### config.mk
export PLATFORM = sky130hd
export DESIGN_NAME = serdes_word_aligner_flat
export DESIGN_NICKNAME = d
export VERILOG_FILES = /design/src/rtl/serdes_word_aligner_if.sv /design/src/rtl/serdes_word_aligner.sv /design/src/flat_wrapper.sv
export SDC_FILE = /design/constraint.sdc
export NUM_CORES = 1
export LEC_CHECK = 0
export ABC_AREA = 1
export CAP_MARGIN = 20
export CORE_MARGIN = 5
export CORE_UTILIZATION = 50
export CTS_CLUSTER_SIZE = 12
export DETAILED_ROUTE_END_ITERATION = 8
export PLACE_DENSITY = 0.74
export SLEW_MARGIN = 20
export SYNTH_ARGS = -nofsm -noshare
export SYNTH_HDL_FRONTEND = slang
export SYNTH_SLANG_ARGS = --single-unit
### constraint.sdc
create_clock -name clk_phase -period 1.9 [get_ports clk_phase]
set_input_delay 0.38 -clock clk_phase [delete_from_list [all_inputs] [get_ports clk_phase]]
set_output_delay 0.38 -clock clk_phase [all_outputs]
set_load 0.02 [all_outputs]
### src/rtl/serdes_word_aligner_if.sv
// AXI-Stream style word bus driven by the serdes word aligner.
// Carries one DATA_WIDTH word per handshake plus an end-of-frame marker.
interface serdes_word_aligner_if #(
    parameter int DATA_WIDTH = 8
);
    logic [DATA_WIDTH-1:0] tdata;
    logic                  tvalid;
    logic                  tready;
    logic                  tlast;

    modport master (
        output tdata,
        output tvalid,
        output tlast,
        input  tready
    );

    modport slave (
        input  tdata,
        input  tvalid,
        input  tlast,
        output tready
    );
endinterface

### src/rtl/serdes_word_aligner.sv
// Hunts for a sync word in the recovered bit stream, locks word alignment and streams
// frame words out through a 2-entry buffer. Define SERDES_ALIGNER_STATS_EN for sync_err_cnt_o.
module serdes_word_aligner #(
    parameter int                    DATA_WIDTH  = 8,
    parameter logic [DATA_WIDTH-1:0] SYNC_WORD   = DATA_WIDTH'(8'hA5),
    parameter int                    FRAME_WORDS = 4,
    parameter int                    MAX_MISS    = 2
) (
    input  logic                   clk_phase,
    input  logic                   rst_n,
    input  logic                   bit_in_i,
    input  logic                   bit_in_valid_i,
    serdes_word_aligner_if.master  m_axis,
    output logic                   locked_o,
`ifdef SERDES_ALIGNER_STATS_EN
    output logic [15:0]            sync_err_cnt_o,
`endif
    output logic                   overflow_o
);

    localparam int BW = $clog2(DATA_WIDTH);
    localparam int WW = $clog2(FRAME_WORDS + 1);
    localparam int MW = $clog2(MAX_MISS + 1);

    localparam logic [BW-1:0] BIT_LAST  = BW'(DATA_WIDTH - 1);
    localparam logic [WW-1:0] WORD_SYNC = WW'(FRAME_WORDS);
    localparam logic [WW-1:0] WORD_LAST = WW'(FRAME_WORDS - 1);
    localparam logic [MW-1:0] MISS_LAST = MW'(MAX_MISS - 1);

    localparam logic [0:0] HUNT   = 1'b0;
    localparam logic [0:0] LOCKED = 1'b1;

    logic [0:0]            state_q, state_d;
    logic [DATA_WIDTH-2:0] sr_q, sr_d;
    logic [BW-1:0]         bitCnt_q, bitCnt_d;
    logic [WW-1:0]         wordCnt_q, wordCnt_d;
    logic [MW-1:0]         missCnt_q, missCnt_d;
    logic [DATA_WIDTH-1:0] window;
    logic                  pushReq;
    logic                  pushLast;

    logic [DATA_WIDTH-1:0] memData_q [0:1];
    logic                  memLast_q [0:1];
    logic                  rdPtr_q, wrPtr_q;
    logic [1:0]            count_q, count_d;
    logic                  overflow_q;
    logic                  bufEmpty, bufFull, pop, pushOk;

    // The top bit of the shift register would be shifted out by the window, so it is never stored.
    assign window = {sr_q, bit_in_i};

    always_comb begin
        state_d   = state_q;
        sr_d      = sr_q;
        bitCnt_d  = bitCnt_q;
        wordCnt_d = wordCnt_q;
        missCnt_d = missCnt_q;
        pushReq   = 1'b0;
        pushLast  = 1'b0;
        if (bit_in_valid_i) begin
            sr_d = window[DATA_WIDTH-2:0];
            if (state_q == HUNT) begin
                if (window == SYNC_WORD) begin
                    state_d   = LOCKED;
                    bitCnt_d  = '0;
                    wordCnt_d = '0;
                    missCnt_d = '0;
                end
            end else if (bitCnt_q == BIT_LAST) begin
                bitCnt_d = '0;
                if (wordCnt_q == WORD_SYNC) begin
                    wordCnt_d = '0;
                    if (window == SYNC_WORD) begin
                        missCnt_d = '0;
                    end else if (missCnt_q == MISS_LAST) begin
                        state_d   = HUNT;
                        missCnt_d = '0;
                    end else begin
                        missCnt_d = missCnt_q + 1'b1;
                    end
                end else begin
                    pushReq   = 1'b1;
                    pushLast  = (wordCnt_q == WORD_LAST);
                    wordCnt_d = wordCnt_q + 1'b1;
                end
            end else begin
                bitCnt_d = bitCnt_q + 1'b1;
            end
        end
    end

    always_ff @(posedge clk_phase) begin
        if (!rst_n) begin
            state_q   <= HUNT;
            sr_q      <= '0;
            bitCnt_q  <= '0;
            wordCnt_q <= '0;
            missCnt_q <= '0;
        end else begin
            state_q   <= state_d;
            sr_q      <= sr_d;
            bitCnt_q  <= bitCnt_d;
            wordCnt_q <= wordCnt_d;
            missCnt_q <= missCnt_d;
        end
    end

    assign bufEmpty = (count_q == 2'd0);
    assign bufFull  = (count_q == 2'd2);
    assign pop      = !bufEmpty && m_axis.tready;
    // A full buffer still takes a word when its head leaves in the same cycle.
    assign pushOk   = pushReq && (!bufFull || pop);

    always_comb begin
        count_d = count_q;
        case ({pushOk, pop})
            2'b10:   count_d = count_q + 2'd1;
            2'b01:   count_d = count_q - 2'd1;
            default: count_d = count_q;
        endcase
    end

    always_ff @(posedge clk_phase) begin
        if (!rst_n) begin
            memData_q[0] <= '0;
            memData_q[1] <= '0;
            memLast_q[0] <= 1'b0;
            memLast_q[1] <= 1'b0;
            rdPtr_q      <= 1'b0;
            wrPtr_q      <= 1'b0;
            count_q      <= 2'd0;
            overflow_q   <= 1'b0;
        end else begin
            if (pushOk) begin
                memData_q[wrPtr_q] <= window;
                memLast_q[wrPtr_q] <= pushLast;
                wrPtr_q            <= ~wrPtr_q;
            end
            if (pop) begin
                rdPtr_q <= ~rdPtr_q;
            end
            count_q <= count_d;
            if (pushReq && bufFull && !pop) begin
                overflow_q <= 1'b1;
            end
        end
    end

`ifdef SERDES_ALIGNER_STATS_EN
    logic [15:0] syncErr_q;
    logic        syncMiss;

    assign syncMiss = bit_in_valid_i && (state_q == LOCKED) && (bitCnt_q == BIT_LAST)
                      && (wordCnt_q == WORD_SYNC) && (window != SYNC_WORD);

    always_ff @(posedge clk_phase) begin
        if (!rst_n) begin
            syncErr_q <= 16'd0;
        end else if (syncMiss && (syncErr_q != 16'hFFFF)) begin
            syncErr_q <= syncErr_q + 16'd1;
        end
    end

    assign sync_err_cnt_o = syncErr_q;
`endif

    assign m_axis.tdata  = memData_q[rdPtr_q];
    assign m_axis.tlast  = memLast_q[rdPtr_q];
    assign m_axis.tvalid = !bufEmpty;
    assign locked_o      = (state_q == LOCKED);
    assign overflow_o    = overflow_q;

endmodule

### src/flat_wrapper.sv
// flat-port wrapper written by rule: the top's interface ports become plain ports
module serdes_word_aligner_flat 
#(
    parameter int                    DATA_WIDTH  = 8,
    parameter logic [DATA_WIDTH-1:0] SYNC_WORD   = DATA_WIDTH'(8'hA5),
    parameter int                    FRAME_WORDS = 4,
    parameter int                    MAX_MISS    = 2
)
  (clk_phase, rst_n, bit_in_i, bit_in_valid_i, locked_o, overflow_o, m_axis_tdata, m_axis_tvalid, m_axis_tlast, m_axis_tready);
  serdes_word_aligner_if #(.DATA_WIDTH(DATA_WIDTH)) m_axis_i ();
  input  logic clk_phase;
  input  logic rst_n;
  input  logic bit_in_i;
  input  logic bit_in_valid_i;
  output logic locked_o;
  output logic overflow_o;
  output wire logic [$bits(m_axis_i.tdata)-1:0] m_axis_tdata;
  output wire logic [$bits(m_axis_i.tvalid)-1:0] m_axis_tvalid;
  output wire logic [$bits(m_axis_i.tlast)-1:0] m_axis_tlast;
  input wire logic [$bits(m_axis_i.tready)-1:0] m_axis_tready;
  assign m_axis_tdata = m_axis_i.tdata;
  assign m_axis_tvalid = m_axis_i.tvalid;
  assign m_axis_tlast = m_axis_i.tlast;
  assign m_axis_i.tready = m_axis_tready;
  serdes_word_aligner #(.DATA_WIDTH(DATA_WIDTH), .SYNC_WORD(SYNC_WORD), .FRAME_WORDS(FRAME_WORDS), .MAX_MISS(MAX_MISS)) u_core (.clk_phase(clk_phase), .rst_n(rst_n), .bit_in_i(bit_in_i), .bit_in_valid_i(bit_in_valid_i), .m_axis(m_axis_i), .locked_o(locked_o), .overflow_o(overflow_o));
endmodule
==> flow_summary.yaml <==
outcome:
  outcome: "complete, no violations"
sta:
  hold_viol: 0
  finalCritPeriodShare_pct: 95.5
  clock.fmax_mhz: 551
  skew_ps: 5.49
  relSlewSlack_pct: 79.9
  worst_pin_slew_ps: 301
  finalCriticalPeriod_ps: 1810
  setup_violations: 0
  drv_slew: 0
synth:
  synth_cell_type_count: 24
  yosys.area.top_type: "dfxtp_1"
  yosysMostFrequentCell: "nor2_1"
  synth_edf_count: 16
  yosys_warnings: 0
  ys_seq_elements: 40
  ys.flop_type: "dfxtp_1"
  synth_nets: 209
  synthTopCellsByArea: "dfxtp_1 (27%), edfxtp_1 (27%), nor2_1 (6.9%)"
  syn_area_um2: 1790
  async_flop_share_pct: 0
  synthCells: 198
  synth_top_cell_area_share_pct: 26.8
  seq_area_frac_synth_pct: 53.6
  synth_commonest_cells: "nor2_1 (33), inv_1 (27), nand2_1 (26)"
  synth_area_per_cell_um2: 9.06
place:
  placed_area_um2: 2080
  numPortBuffers: 16
  routabilityCongestion: 0.794
  dp_hpwl_um: 2090
setup_path:
  endpoint_kind: "register"
  worstPathArrival_ps: 2050
  r2r_cells: 12
  cp-start-kind: "register"
  crit_start: "u_core.bitCnt_q[0]$_SDFFE_PN0P_"
  reg2reg_from: "u_core.bitCnt_q[0]$_SDFFE_PN0P_"
  required_ps: 2140
  reg2reg_slack_ps: 90
  crit_type: "reg2reg"
  critPathMaxFanout: 3
cts:
  h-tree-depth: 2
  ctsRootBufferMaster: "clkbuf_4"
  clock_sinks: 40
  clk_latency_ps: 340
  cts_setup_buffers: 0
  cts_buffer_depth: 2
  cts_made_buffers: 5
  cts.reportedPaths.clkPinSlew_ps: 110
  tritoncts: "built"
global_route:
  grt.total_usage_pct: 13.2
  grt_pass1_wl_um: 5180
  grt_max_degree: 19
  antenna_found_initial: 0
  grt_pass1_vias: 1170
  overflow: 0
floorplan:
  dieArea_um2: 4890
  die_h_um: 69.9
  die_w_um: 69.9
  core_um2: 3420
  start_util_pct: 52.5
  row_count: 21
  io_pins: 17
finish:
  syn2layout_area_growth_pct: 21.8
  nFillCells: 282
  antenna_cells: 0
  multi_input_area_um2: 698
  fin_nets: 236
  seqCellArea_um2: 966
  drive_gt1_share_pct: 19.0
  stdcell_area_um2: 2180
power_and_ir_drop:
  power_leakage_nw: 0.887
  power_mw: 1.57
  power.density_nw_per_um2: 719
  ir_worst_vdd_mv: 0.449
routing:
  totalWireLength_um: 2870
  routed_via_density: 4.74
  firstDrtPassIters: 4
  drc: 0
  post_drt_wl_per_cell_um: 10.6
  vias: 1288
  first_iter_violations: 96
  postRouteAntennaNets: 0
flow_run:
  maxCapViolCount: 0
worst_hold_path:
  min_path_type: "reg2reg"
  hold_depth: 2
  min_from: "u_core.missCnt_q[1]$_SDFFE_PN0P_"
## cell families after synthesis
kind of cell / Yosys count / share of synthesized area, %
buffers and inverters: 35 / 8.51
AOI/OAI and AO/OA: 33 / 9.62
xor gates and xnor gates: 1 / 0.488
and+or+nand+nor: 75 / 18.6
adders and majority gates: 6 / 4.18
muxes: 8 / 5.02
DFF: 40 / 53.6
## registers in the layout, indices dropped and copies added, names as in the netlist, named ones only
| signal | count |
|---|---|
| u_core.memLast_q | 2 |
| u_core.missCnt_q | 2 |
| u_core.wrPtr_q | 1 |
| u_core.overflow_o | 1 |
| u_core.wordCnt_q | 3 |
| u_core.count_q | 2 |
| u_core.bitCnt_q | 3 |
| u_core.locked_o | 1 |
| u_core.rdPtr_q | 1 |
| u_core.memData_q | 16 |
| u_core.sr_q | 7 |
## worst paths after layout
kind / end
min: u_core.missCnt_q[1]$_SDFFE_PN0P_
max reg2reg: u_core.count_q[1]$_SDFFE_PN0P_
min reg2reg: u_core.missCnt_q[1]$_SDFFE_PN0P_
max: u_core.count_q[1]$_SDFFE_PN0P_
## layer usage
layer  global-route usage (%)  wire length (um)
met4                     4.47                38
met2                     21.3              1360
met1                     16.0              1330
met3                     5.16               137
met5                        0                 0
## per-stage QoR
step	hold WS, ps	utilization, %	std cells	worst slack, ps	setup TNS (ps)
4_1_cts	448	63.0	272	4.08	0
5_1_grt	486	64.0	272	-3.68	-3.68
3_5_place_dp	431	61.0	264	-228	-1100
3_3_place_gp	435	61.0	264	-177	-753
2_1_floorplan	415	-	198	55.7	0
6_report	450	64.0	272	86.4	0
## what timing repair did
| action | CTS | global route |
|---|---|---|
| pin swaps | 0 | 4 |
| gates resized for setup | 11 | 17 |
| cloned | 0 | 0 |
| endpoints found under the setup margin | 10 | 10 |
| hold buffers | 0 | 0 |
## where the power goes
group,total [mW],switching [mW],internal [mW]
clock,0.541,0.265,0.276
sequential,0.925,0.00867,0.916
combinational,0.105,0.0583,0.0463
total,1.57,0.332,1.24
## cell usage in the layout, fill, tap and decap left out, drive strengths merged
| cell | count |
|---|---|
| nand4 | 2 |
| ha | 6 |
| clkdlybuf4s50 | 6 |
| clkinv | 1 |
| mux2 | 8 |
| dfxtp | 24 |
| xor2 | 1 |
| nor3 | 2 |
| inv | 28 |
| clkdlybuf4s15 | 8 |
| buf | 11 |
| nor2 | 35 |
| clkbuf | 6 |
| edfxtp | 16 |
| o21ai | 15 |
| a21oi | 17 |
| o22ai | 1 |
| nand3 | 8 |
| dlymetal6s2s | 1 |
| nand2 | 28 |
| bufinv | 1 |
| dlygate4sd2 | 1 |
## layout make-up
| class | instances | area share (%) |
|---|---|---|
| clock buffer | 6 | 1.89 |
| clock inverter | 2 | 1.60 |
| inverter | 28 | 4.81 |
| multi-input combinational | 123 | 32.0 |
| sequential | 40 | 44.2 |
| tap | 46 | 2.63 |
| timing repair buffer | 27 | 12.9 |
## critical path, stage by stage, from the launching register on
cell	delay (ps)
dfxtp_2	360
ha_2	170
ha_2	170
inv_1	60
nor2_4	90
nand2_2	80
nor2_4	120
inv_2	50
ha_4	210
a21oi_1	120
o21ai_1	100
o21ai_1	150
a21oi_1	50
(Power assumes the default switching activity.)
